### config.mk
export PLATFORM = sky130hd
export DESIGN_NAME = signed_div_seq
export DESIGN_NICKNAME = d
export VERILOG_FILES = /design/src/rtl/div_pkg.sv /design/src/rtl/complement2.sv /design/src/rtl/signed_div_seq.sv
export SDC_FILE = /design/constraint.sdc
export NUM_CORES = 1
export LEC_CHECK = 0
export BUFFER_PORTS_ARGS = -buffer_cell sky130_fd_sc_hd__buf_2
export CORE_MARGIN = 4
export CORE_UTILIZATION = 38
export DETAILED_ROUTE_END_ITERATION = 7
export HOLD_SLACK_MARGIN = 0.03
export SYNTH_ARGS = -nofsm -noshare
export SYNTH_HDL_FRONTEND = slang
export SYNTH_SLANG_ARGS = --single-unit
export TNS_END_PERCENT = 1
### constraint.sdc
create_clock -name clk -period 3 [get_ports clk]
set_input_delay 0.15 -clock clk [delete_from_list [all_inputs] [get_ports clk]]
set_output_delay 0.15 -clock clk [all_outputs]
set_load 0.005 [all_outputs]
### src/rtl/div_pkg.sv
// Shared definitions for the sequential signed/unsigned divider.
//   - 3-bit state encoding, exposed both as localparams and as the FSM enum
//   - cnt_width(): width of the iteration counter for an N-bit divider
package div_pkg;

  localparam logic [2:0] ST_IDLE  = 3'd0;
  localparam logic [2:0] ST_NEG_A = 3'd1;
  localparam logic [2:0] ST_NEG_B = 3'd2;
  localparam logic [2:0] ST_ITER  = 3'd3;
  localparam logic [2:0] ST_NEG_Q = 3'd4;
  localparam logic [2:0] ST_NEG_R = 3'd5;
  localparam logic [2:0] ST_DONE  = 3'd6;

  typedef enum logic [2:0] {
    IDLE  = ST_IDLE,
    NEG_A = ST_NEG_A,
    NEG_B = ST_NEG_B,
    ITER  = ST_ITER,
    NEG_Q = ST_NEG_Q,
    NEG_R = ST_NEG_R,
    DONE  = ST_DONE
  } state_t;

  // The counter must be able to hold N-1, with one bit of headroom.
  function automatic int cnt_width(input int n);
    return $clog2(n) + 1;
  endfunction

endpackage

### src/rtl/complement2.sv
// Two's-complement negator: y = -a (modulo 2^N).
// Ports:
//   a  input  [N-1:0]  value to negate
//   y  output [N-1:0]  two's-complement negation of a
module complement2 #(
  parameter int N = 32
) (
  input  logic [N-1:0] a,
  output logic [N-1:0] y
);

  assign y = ~a + {{(N-1){1'b0}}, 1'b1};

endmodule

### src/rtl/signed_div_seq.sv
// Sequential restoring divider for signed (two's-complement) or unsigned
// N-bit operands. Signed operands are turned into magnitudes, divided,
// and the results are sign-corrected afterwards, all through a single
// shared negator. Latency is fixed: N+5 cycles, or 1 cycle on divide-by-zero.
// Ports:
//   clk, rst_n            clock, asynchronous active-low reset
//   start                 request, sampled only when idle
//   is_signed             1 = signed operands, 0 = unsigned
//   dividend, divisor     operands, captured on an accepted start
//   busy                  high whenever the FSM is not idle
//   done                  one-cycle pulse, results valid
//   quotient, remainder   results, held until the next result
//   div_by_zero           divisor was zero for the current result
module signed_div_seq
  import div_pkg::*;
#(
  parameter int N = 32
) (
  input  logic         clk,
  input  logic         rst_n,
  input  logic         start,
  input  logic         is_signed,
  input  logic [N-1:0] dividend,
  input  logic [N-1:0] divisor,
  output logic         busy,
  output logic         done,
  output logic [N-1:0] quotient,
  output logic [N-1:0] remainder,
  output logic         div_by_zero
);

  localparam int CW = cnt_width(N);
  localparam logic [CW-1:0] LAST_ITER = CW'(N - 1);

  state_t        state;
  logic [N-1:0]  a_reg;      // dividend magnitude, shifted into the quotient
  logic [N-1:0]  b_reg;      // divisor magnitude
  logic [N:0]    rem;        // partial remainder, one guard bit
  logic [CW-1:0] cnt;
  logic          sgn;
  logic          neg_a;      // dividend was negative (signed mode only)
  logic          neg_b;      // divisor was negative (signed mode only)

  logic [N-1:0]  neg_in;
  logic [N-1:0]  neg_out;
  logic [N:0]    shifted;
  logic [N:0]    diff;

  // Select the operand feeding the shared negator for the current state.
  always_comb begin
    neg_in = a_reg;
    case (state)
      NEG_B:   neg_in = b_reg;
      NEG_R:   neg_in = rem[N-1:0];
      default: neg_in = a_reg;   // NEG_A and NEG_Q both work on a_reg
    endcase
  end

  complement2 #(.N(N)) u_neg (
    .a (neg_in),
    .y (neg_out)
  );

  // One restoring step: bring in the next dividend bit, trial-subtract.
  assign shifted = {rem[N-1:0], a_reg[N-1]};
  assign diff    = shifted - {1'b0, b_reg};

  // Control FSM, datapath registers and registered outputs.
  always_ff @(posedge clk or negedge rst_n) begin
    if (!rst_n) begin
      state       <= IDLE;
      a_reg       <= {N{1'b0}};
      b_reg       <= {N{1'b0}};
      rem         <= {(N+1){1'b0}};
      cnt         <= {CW{1'b0}};
      sgn         <= 1'b0;
      neg_a       <= 1'b0;
      neg_b       <= 1'b0;
      busy        <= 1'b0;
      done        <= 1'b0;
      quotient    <= {N{1'b0}};
      remainder   <= {N{1'b0}};
      div_by_zero <= 1'b0;
    end else begin
      case (state)
        IDLE: begin
          done <= 1'b0;
          if (start) begin
            a_reg <= dividend;
            b_reg <= divisor;
            sgn   <= is_signed;
            neg_a <= is_signed & dividend[N-1];
            neg_b <= is_signed & divisor[N-1];
            rem   <= {(N+1){1'b0}};
            cnt   <= {CW{1'b0}};
            busy  <= 1'b1;
            if (divisor == {N{1'b0}}) begin
              // Short-circuit: results are defined without iterating.
              quotient    <= {N{1'b1}};
              remainder   <= dividend;
              div_by_zero <= 1'b1;
              done        <= 1'b1;
              state       <= DONE;
            end else begin
              state <= NEG_A;
            end
          end else begin
            state <= IDLE;
          end
        end
        NEG_A: begin
          if (neg_a) begin
            a_reg <= neg_out;
          end else begin
            a_reg <= a_reg;
          end
          state <= NEG_B;
        end
        NEG_B: begin
          if (neg_b) begin
            b_reg <= neg_out;
          end else begin
            b_reg <= b_reg;
          end
          state <= ITER;
        end
        ITER: begin
          // diff[N] set means the trial subtraction went negative: restore.
          if (!diff[N]) begin
            rem   <= diff;
            a_reg <= {a_reg[N-2:0], 1'b1};
          end else begin
            rem   <= shifted;
            a_reg <= {a_reg[N-2:0], 1'b0};
          end
          if (cnt == LAST_ITER) begin
            state <= NEG_Q;
          end else begin
            cnt   <= cnt + {{(CW-1){1'b0}}, 1'b1};
            state <= ITER;
          end
        end
        NEG_Q: begin
          if (sgn && (neg_a != neg_b)) begin
            a_reg <= neg_out;
          end else begin
            a_reg <= a_reg;
          end
          state <= NEG_R;
        end
        NEG_R: begin
          // Remainder takes the sign of the dividend; results are published
          // together so they are valid for the whole DONE cycle.
          quotient    <= a_reg;
          remainder   <= neg_a ? neg_out : rem[N-1:0];
          div_by_zero <= 1'b0;
          done        <= 1'b1;
          state       <= DONE;
        end
        DONE: begin
          done  <= 1'b0;
          busy  <= 1'b0;
          state <= IDLE;
        end
        default: begin
          done  <= 1'b0;
          busy  <= 1'b0;
          state <= IDLE;
        end
      endcase
    end
  end

endmodule

==> results of run 1 <==
routing by layer:
metal,global-route usage (%),vias up,wire [µm]
li1,-,5524,-
met1,33.4,5917,18000
met2,45.0,513,21700
met3,3.91,94,2770
met4,8.59,2,1530
met5,0,-,7
metrics by stage:
stage / setup WS (ns) / utilization [%] / cells / cell area (µm²) / hold WS (ns)
final: -0.0245 / 50.6 / 2005 / 15100 / 0.0330
after CTS: 0.000268 / 50.1 / 2005 / 14900 / 0.0321
after detailed placement: -0.243 / 45.7 / 1915 / 13600 / 0.222
after floorplan: 0.00696 / - / 1327 / 11500 / -0.146
after global placement: -0.0984 / 45.7 / 1915 / 13600 / 0.215
after global routing: -0.187 / 50.6 / 2005 / 15100 / 0.0318
Yosys cell counts, types with 7 or more instances:
cell | number | area (µm²)
o221ai_1 | 36 | 315
nand2b_1 | 24 | 150
o22ai_1 | 8 | 50.1
xor2_1 | 35 | 307
ha_1 | 34 | 425
nand4_1 | 20 | 125
or3b_1 | 7 | 61.3
a222oi_1 | 22 | 220
o2bb2ai_1 | 18 | 158
o211ai_1 | 14 | 105
dfrtp_1 | 175 | 4380
o21ai_0 | 158 | 791
a22o_1 | 11 | 96.3
nor2_1 | 72 | 270
o31a_1 | 19 | 166
clkbuf_1 | 75 | 282
xnor2_1 | 28 | 245
and3_1 | 10 | 62.6
a22oi_1 | 59 | 443
inv_1 | 40 | 150
nor4_1 | 8 | 50.1
o21a_1 | 11 | 82.6
buf_2 | 12 | 60.1
mux2i_1 | 30 | 300
a221oi_1 | 14 | 123
nand2_1 | 154 | 578
a21o_1 | 15 | 113
nand3_1 | 53 | 265
a31oi_1 | 15 | 93.8
a21oi_1 | 62 | 310
nor3_1 | 15 | 75.1
power by group through the flow:
| stage | registers [µW] | clock network (µW) | logic (µW) |
|---|---|---|---|
| after floorplan | 4320 | 0 | 9110 |
| after global placement | 4680 | 0 | 14200 |
| after detailed placement | 4690 | 0 | 14400 |
| after CTS | 4670 | 2530 | 15000 |
| after global routing | 4820 | 2630 | 16800 |
| final | 4700 | 2510 | 15400 |
area by class of cell:
type                    instances  area (µm²)
clock buffers                  21         470
clock inverters                11         179
fillers                      2834       14700
inverters                      42         158
multi-input cells            1012        6780
flip-flops and latches        175        4380
well taps                     390         488
repair buffers                354        2620
worst paths after layout:
kind,startpoint,to,slack [ns],cells after the start
max,b_reg[13],rem[20],-0.02,14
min,dividend[18],remainder[18],0.03,3
max reg2reg,b_reg[13],rem[20],-0.02,14
min reg2reg,remainder[5],remainder[5],0.50,2
max in group asynchronous,rst_n,state[1],1.95,3
min in group asynchronous,rst_n,quotient[5],0.30,2
tightest hold or removal path: stages:
cell and delay [ns]:
buf_2 0.13, a222oi_1 0.09, o21ai_0 0.07
timing repair:
action / in CTS / in global routing
endpoints found under the hold margin: 123 / 0
resized for setup: 12 / 42
cloned: 1 / 0
setup endpoints to repair: 33 / 79
hold buffers: 55 / 0
pin swaps: 3 / 1
buffers inserted: 2 / 0
cells by family after synthesis:
group	Yosys count
adder cells (fa/ha/maj)	35
XOR/XNOR	63
buffers and inverters	140
AND/OR/NAND/NOR	388
flip-flops	175
multiplexers	30
AO/OA/AOI/OAI	496
==> out/results.ini, run 1 <==
[run_status]
status = finished with violations
violations = DRC, setup timing

[timing]
finalCritPeriodShare_pct = 101
report.final.slew_viol_count = 0
setup_viol = 9
final_hold_viol_count = 0
slew_headroom_pct = 40.3
layout_setup_ws_ns = -0.0245
fin_crit_ns = 3.02
max_freq_mhz = 331
rsz0062_at_grt = true
worstMarginPinSlew_ns = 0.894
finalSetupTns_ns = -0.0634
finalClockSkew_ns = 0.0145

[clocking]
tritoncts = built
clk_root_buffer_cell = clkbuf_16
clock_path_buffers = 2
cts-buffers-inserted = 17
clock_latency_ns = 0.45
cts.sinks = 175
h-tree-depth = 4
clk_pin_slew_worst_paths_ns = 0.07

[critical_path]
cpLargestDelayFamily = simple AND/OR/NAND/NOR gates
cp_max_fo = 10
worst-endpoint-arrival_ns = 3.33
max_stage_delay_ns = 0.42
crit_type = flop to flop
worstPathRequired_ns = 3.31
end_kind = flop
crit_slowest_cell = dfrtp_1
crit_chain = inv_1, ha_1, and4_2, nand4_1, or2_0, o22ai_2, nor3_2, o31ai_2, buf_4, xor2_4, buf_12, buf_16, mux2i_1, o21ai_0
path_buf_inv = 4
startpoint_type = flop

[logic_synthesis]
synthMuxAreaShare_pct = 2.61
yosysWarnings = 0
synth_compound_area_share_pct = 29.3
synthAdderAreaFrac_pct = 3.87
synth_edf_count = 0
syn_nets = 1430
synth_seq_cells = 175
ys_async_sr_fraction_pct = 100
syn_inst = 1327
yosysUniqueCellTypes = 67
synth_top_family_by_area = compound AO/OA/AOI/OAI gates
synth_xor_area_share_pct = 4.79
ys_seq_area_share_pct = 38.0
avgSynthCellArea_um2 = 8.67
synth_area_mm2 = 0.0115
ys.flop_type = dfrtp_1
yosys.area_share.simple_pct = 16.2

[drt]
vias = 12100
drt-pass1-iter-count = 8
drc = 9
vias_per_cell = 6.01
drt-total-wl_um = 44000
post_drt_wl_per_cell_um = 22.0
drtIter0Drc = 1147
postRouteAntennaNets = 0

[placement]
post-dp-hpwl_um = 32200
portBuffers = 134
gp_congestion = 0.919

[power_and_ir_drop]
seqPwrFrac_pct = 20.8
comb_power_share_pct = 68.2
switching_share_pct = 46.7
p_total_uw = 22600
intPower_uw = 12000
p_clk_share_pct = 11.1
net-switching-power_uw = 10600
ir_worst_vdd_uv = 741
leakagePower_uw = 0.00624
pwr_density_cell_mw_per_mm2 = 1500

[floorplanning]
die_h_um = 182
dieArea_mm2 = 0.0331
core_area_mm2 = 0.0298
pin_count = 135
rows = 63
dieWidth_um = 182
start_util_pct = 38.6

[cells_and_area]
fin_nets = 1705
drive_above_1_share_pct = 23.8
area_delta_synth_final_pct = 31.0
layout_commonest_cell = dfrtp_1
antenna_cells = 0
layout_common_cells = 173 x dfrtp_1, 154 x nand2_1, 152 x buf_4

[grt]
grt_pass1_vias = 11800
gr-total-overflow = 0
antenna_found_initial = 1
grt_pass1_wl_um = 68400
track_usage_pct = 26.0
grt_max_degree = 71

[job]
maxCapViolations = 0

[worst_hold_path]
hp-class = input pin to flop

(Power assumes the default switching activity.)
==> inputs of run 2 (changes only) <==
Settings changed: ABC_AREA set to 1.
==> out/results.ini, run 2 <==
[run_status]
status = finished, final reports clean

[grt]
grt_max_degree = 67  ; -5.6%
grt_pass1_wl_um = 76800  ; +12%
antenna_found_initial = 0  ; -1
gr-total-overflow = 0  ; unchanged
track_usage_pct = 27.9  ; +1.8 points
grt_pass1_vias = 12600  ; +6.5%

[drt]
drc = 0  ; -9
vias = 13500  ; +12%
drt-pass1-iter-count = 5  ; -3
postRouteAntennaNets = 0  ; unchanged
post_drt_wl_per_cell_um = 20.1  ; -8.3%
drt-total-wl_um = 50400  ; +14%
vias_per_cell = 5.39  ; -10%
drtIter0Drc = 1405  ; +22%

[timing]
slew_headroom_pct = 39.9  ; -0.36 points
finalCritPeriodShare_pct = 93.4  ; -7.5 points
final_hold_viol_count = 0  ; unchanged
max_freq_mhz = 357  ; +8.0%
fin_crit_ns = 2.80  ; -0.224 ns
finalSetupTns_ns = 0  ; +0.0634 ns
setup_viol = 0  ; -9
worstMarginPinSlew_ns = 0.898  ; +0.00419 ns
rsz0062_at_grt = false
finalClockSkew_ns = 0.0114  ; -0.00317 ns
report.final.slew_viol_count = 0  ; unchanged

[clocking]
cts.sinks = 175  ; unchanged
clock_latency_ns = 0.44  ; about the same
tritoncts = built
h-tree-depth = 4  ; unchanged
clk_root_buffer_cell = clkbuf_16
cts-buffers-inserted = 17  ; unchanged
clk_pin_slew_worst_paths_ns = 0.07  ; about the same
clock_path_buffers = 2  ; unchanged

[cells_and_area]
layout_commonest_cell = nand2_1
layout_common_cells = 592 x nand2_1, 209 x nand3_1, 197 x nor2_1
fin_nets = 2156  ; +26%
fin_area_mm2 = 0.0150  ; -0.32%
area_delta_synth_final_pct = 21.6
antenna_cells = 0  ; unchanged
drive_above_1_share_pct = 14.3  ; -9.5 points

[logic_synthesis]
yosysMostFrequentCell = nand2_1
synth_area_mm2 = 0.0124  ; +7.4%
syn_inst = 1851  ; +39%
syn_nets = 1954  ; +37%
yosysWarnings = 0  ; unchanged
ys_async_sr_fraction_pct = 100  ; unchanged
yosys.area.top_type_share_pct = 35.4  ; -2.6 points
ys_seq_area_share_pct = 35.4  ; -2.6 points
synth_area_leader_cell = dfrtp_1
yosysUniqueCellTypes = 49  ; -27%
synth_seq_cells = 175  ; unchanged
synth_edf_count = 0  ; unchanged
synth_area_leaders = dfrtp_1 35%, nand2_1 18%, nand3_1 8.5%
ys.flop_type = dfrtp_1
avgSynthCellArea_um2 = 6.68  ; -23%
synth_commonest_cells = 592 x nand2_1, 209 x nand3_1, 201 x nor2_1

[critical_path]
r2r_cells = 14  ; unchanged
crit_type = flop to flop
r2r-start = state[1]
end_kind = flop
worstPathRequired_ns = 3.30  ; about the same
startpoint_type = flop
rrSetupSlack_ns = 0.20  ; +0.22 ns
worst-endpoint-arrival_ns = 3.11  ; -0.22 ns
crit_start = state[1]
cp_max_fo = 10  ; unchanged
r2r-end = remainder[10]

[power_and_ir_drop]
pwr_density_cell_mw_per_mm2 = 1260  ; -16%
ir_worst_vdd_uv = 942  ; +27%
p_total_uw = 19000  ; -16%
leakagePower_uw = 0.00742  ; +19%

[placement]
gp_congestion = 0.977  ; +6.3%
post-dp-hpwl_um = 39200  ; +22%
portBuffers = 134  ; unchanged
dpl_cell_area_mm2 = 0.0140  ; +2.6%

[worst_hold_path]
hp-class = input pin to flop
hp-start = divisor[10]
hold_end = b_reg[10]
holdPathStages = 3  ; unchanged

[floorplanning]
dieWidth_um = 188  ; +3.5%
core_area_mm2 = 0.0318  ; +6.7%
dieArea_mm2 = 0.0355  ; +7.0%
pin_count = 135  ; unchanged
rows = 65  ; +3.2%
die_h_um = 188  ; +3.5%
start_util_pct = 38.9  ; +0.23 points

[job]
maxCapViolations = 0  ; unchanged

==> run 2: worst max-delay path by stage <==
stage               cells past startpoint             to  slack (ns)
floorplan                              16        rem[13]        0.53
global placement                       15  remainder[18]        0.03
detailed placement                     14  remainder[30]        0.08
CTS                                    14  remainder[30]        0.07
global route                           15  remainder[20]        0.01
finish                                 14  remainder[10]        0.20
==> run 2: layout make-up <==
class,instances,area [µm²]
clock buffer,22,474
fill,3325,16800
timing repair buffer,258,1860
clock inverter,10,82.6
inverter,193,736
tap,435,544
sequential,175,4380
multi-input combinational,1408,6950
==> run 2: routing by layer <==
metal / routed length [µm] / part of all wire [%] / track usage [%] / vias to the layer above
li1: - / - / - / 6470
met1: 24400 / 48 / 43.3 / 6398
met2: 21300 / 42 / 41.2 / 574
met3: 3680 / 7.3 / 3.26 / 44
met4: 979 / 1.9 / 6.73 / 0
met5: 0 / 0 / 0 / -
==> run 2: cell families after synthesis <==
logic type / share of synthesized area [%]
adders and majority gates: 3.60
buffers and inverters: 8.69
xor gates and xnor gates: 2.40
AOI/OAI and AO/OA: 13.2
DFF: 35.4
and+or+nand+nor: 36.6
==> run 2: where the power goes <==
group / internal, µW / switching, µW / total, µW
logic: 4480 / 8420 / 12900
registers: 3170 / 763 / 3940
clock network: 1140 / 1030 / 2170
total: 8790 / 10200 / 19000
==> run 2: through the flow <==
| step | instances | hold WS [ns] | util (%) | setup WS, ns |
|---|---|---|---|---|
| 6_report | 2501 | 0.0386 | 47.2 | 0.199 |
| 3_3_place_gp | 2424 | 0.151 | 44.0 | 0.0341 |
| 3_5_place_dp | 2424 | 0.157 | 44.0 | 0.0769 |
| 5_1_grt | 2501 | 0.0377 | 47.2 | 0.0149 |
| 4_1_cts | 2496 | 0.0309 | 47.0 | 0.0707 |
| 2_1_floorplan | 1851 | -0.146 | - | 0.530 |
==> run 2: critical path, stage by stage (launching register included) <==
cell     delay, ns
dfrtp_2       0.46
inv_2         0.11
nand3_4       0.21
nand2_2       0.15
nor2_1        0.05
nor2_1        0.16
ha_1          0.21
nand4_1       0.19
nor2_4        0.22
buf_4         0.13
nand3_1       0.10
buf_4         0.17
xor2_1        0.18
o21ai_0       0.23
nand3_1       0.10
==> run 2: repair_timing <==
action / in CTS / in global routing
buffers inserted: 0 / 5
setup endpoints to repair: 0 / 68
gates resized for setup: 0 / 15
hold endpoints to repair: 88 / 0
hold buffers: 40 / 0
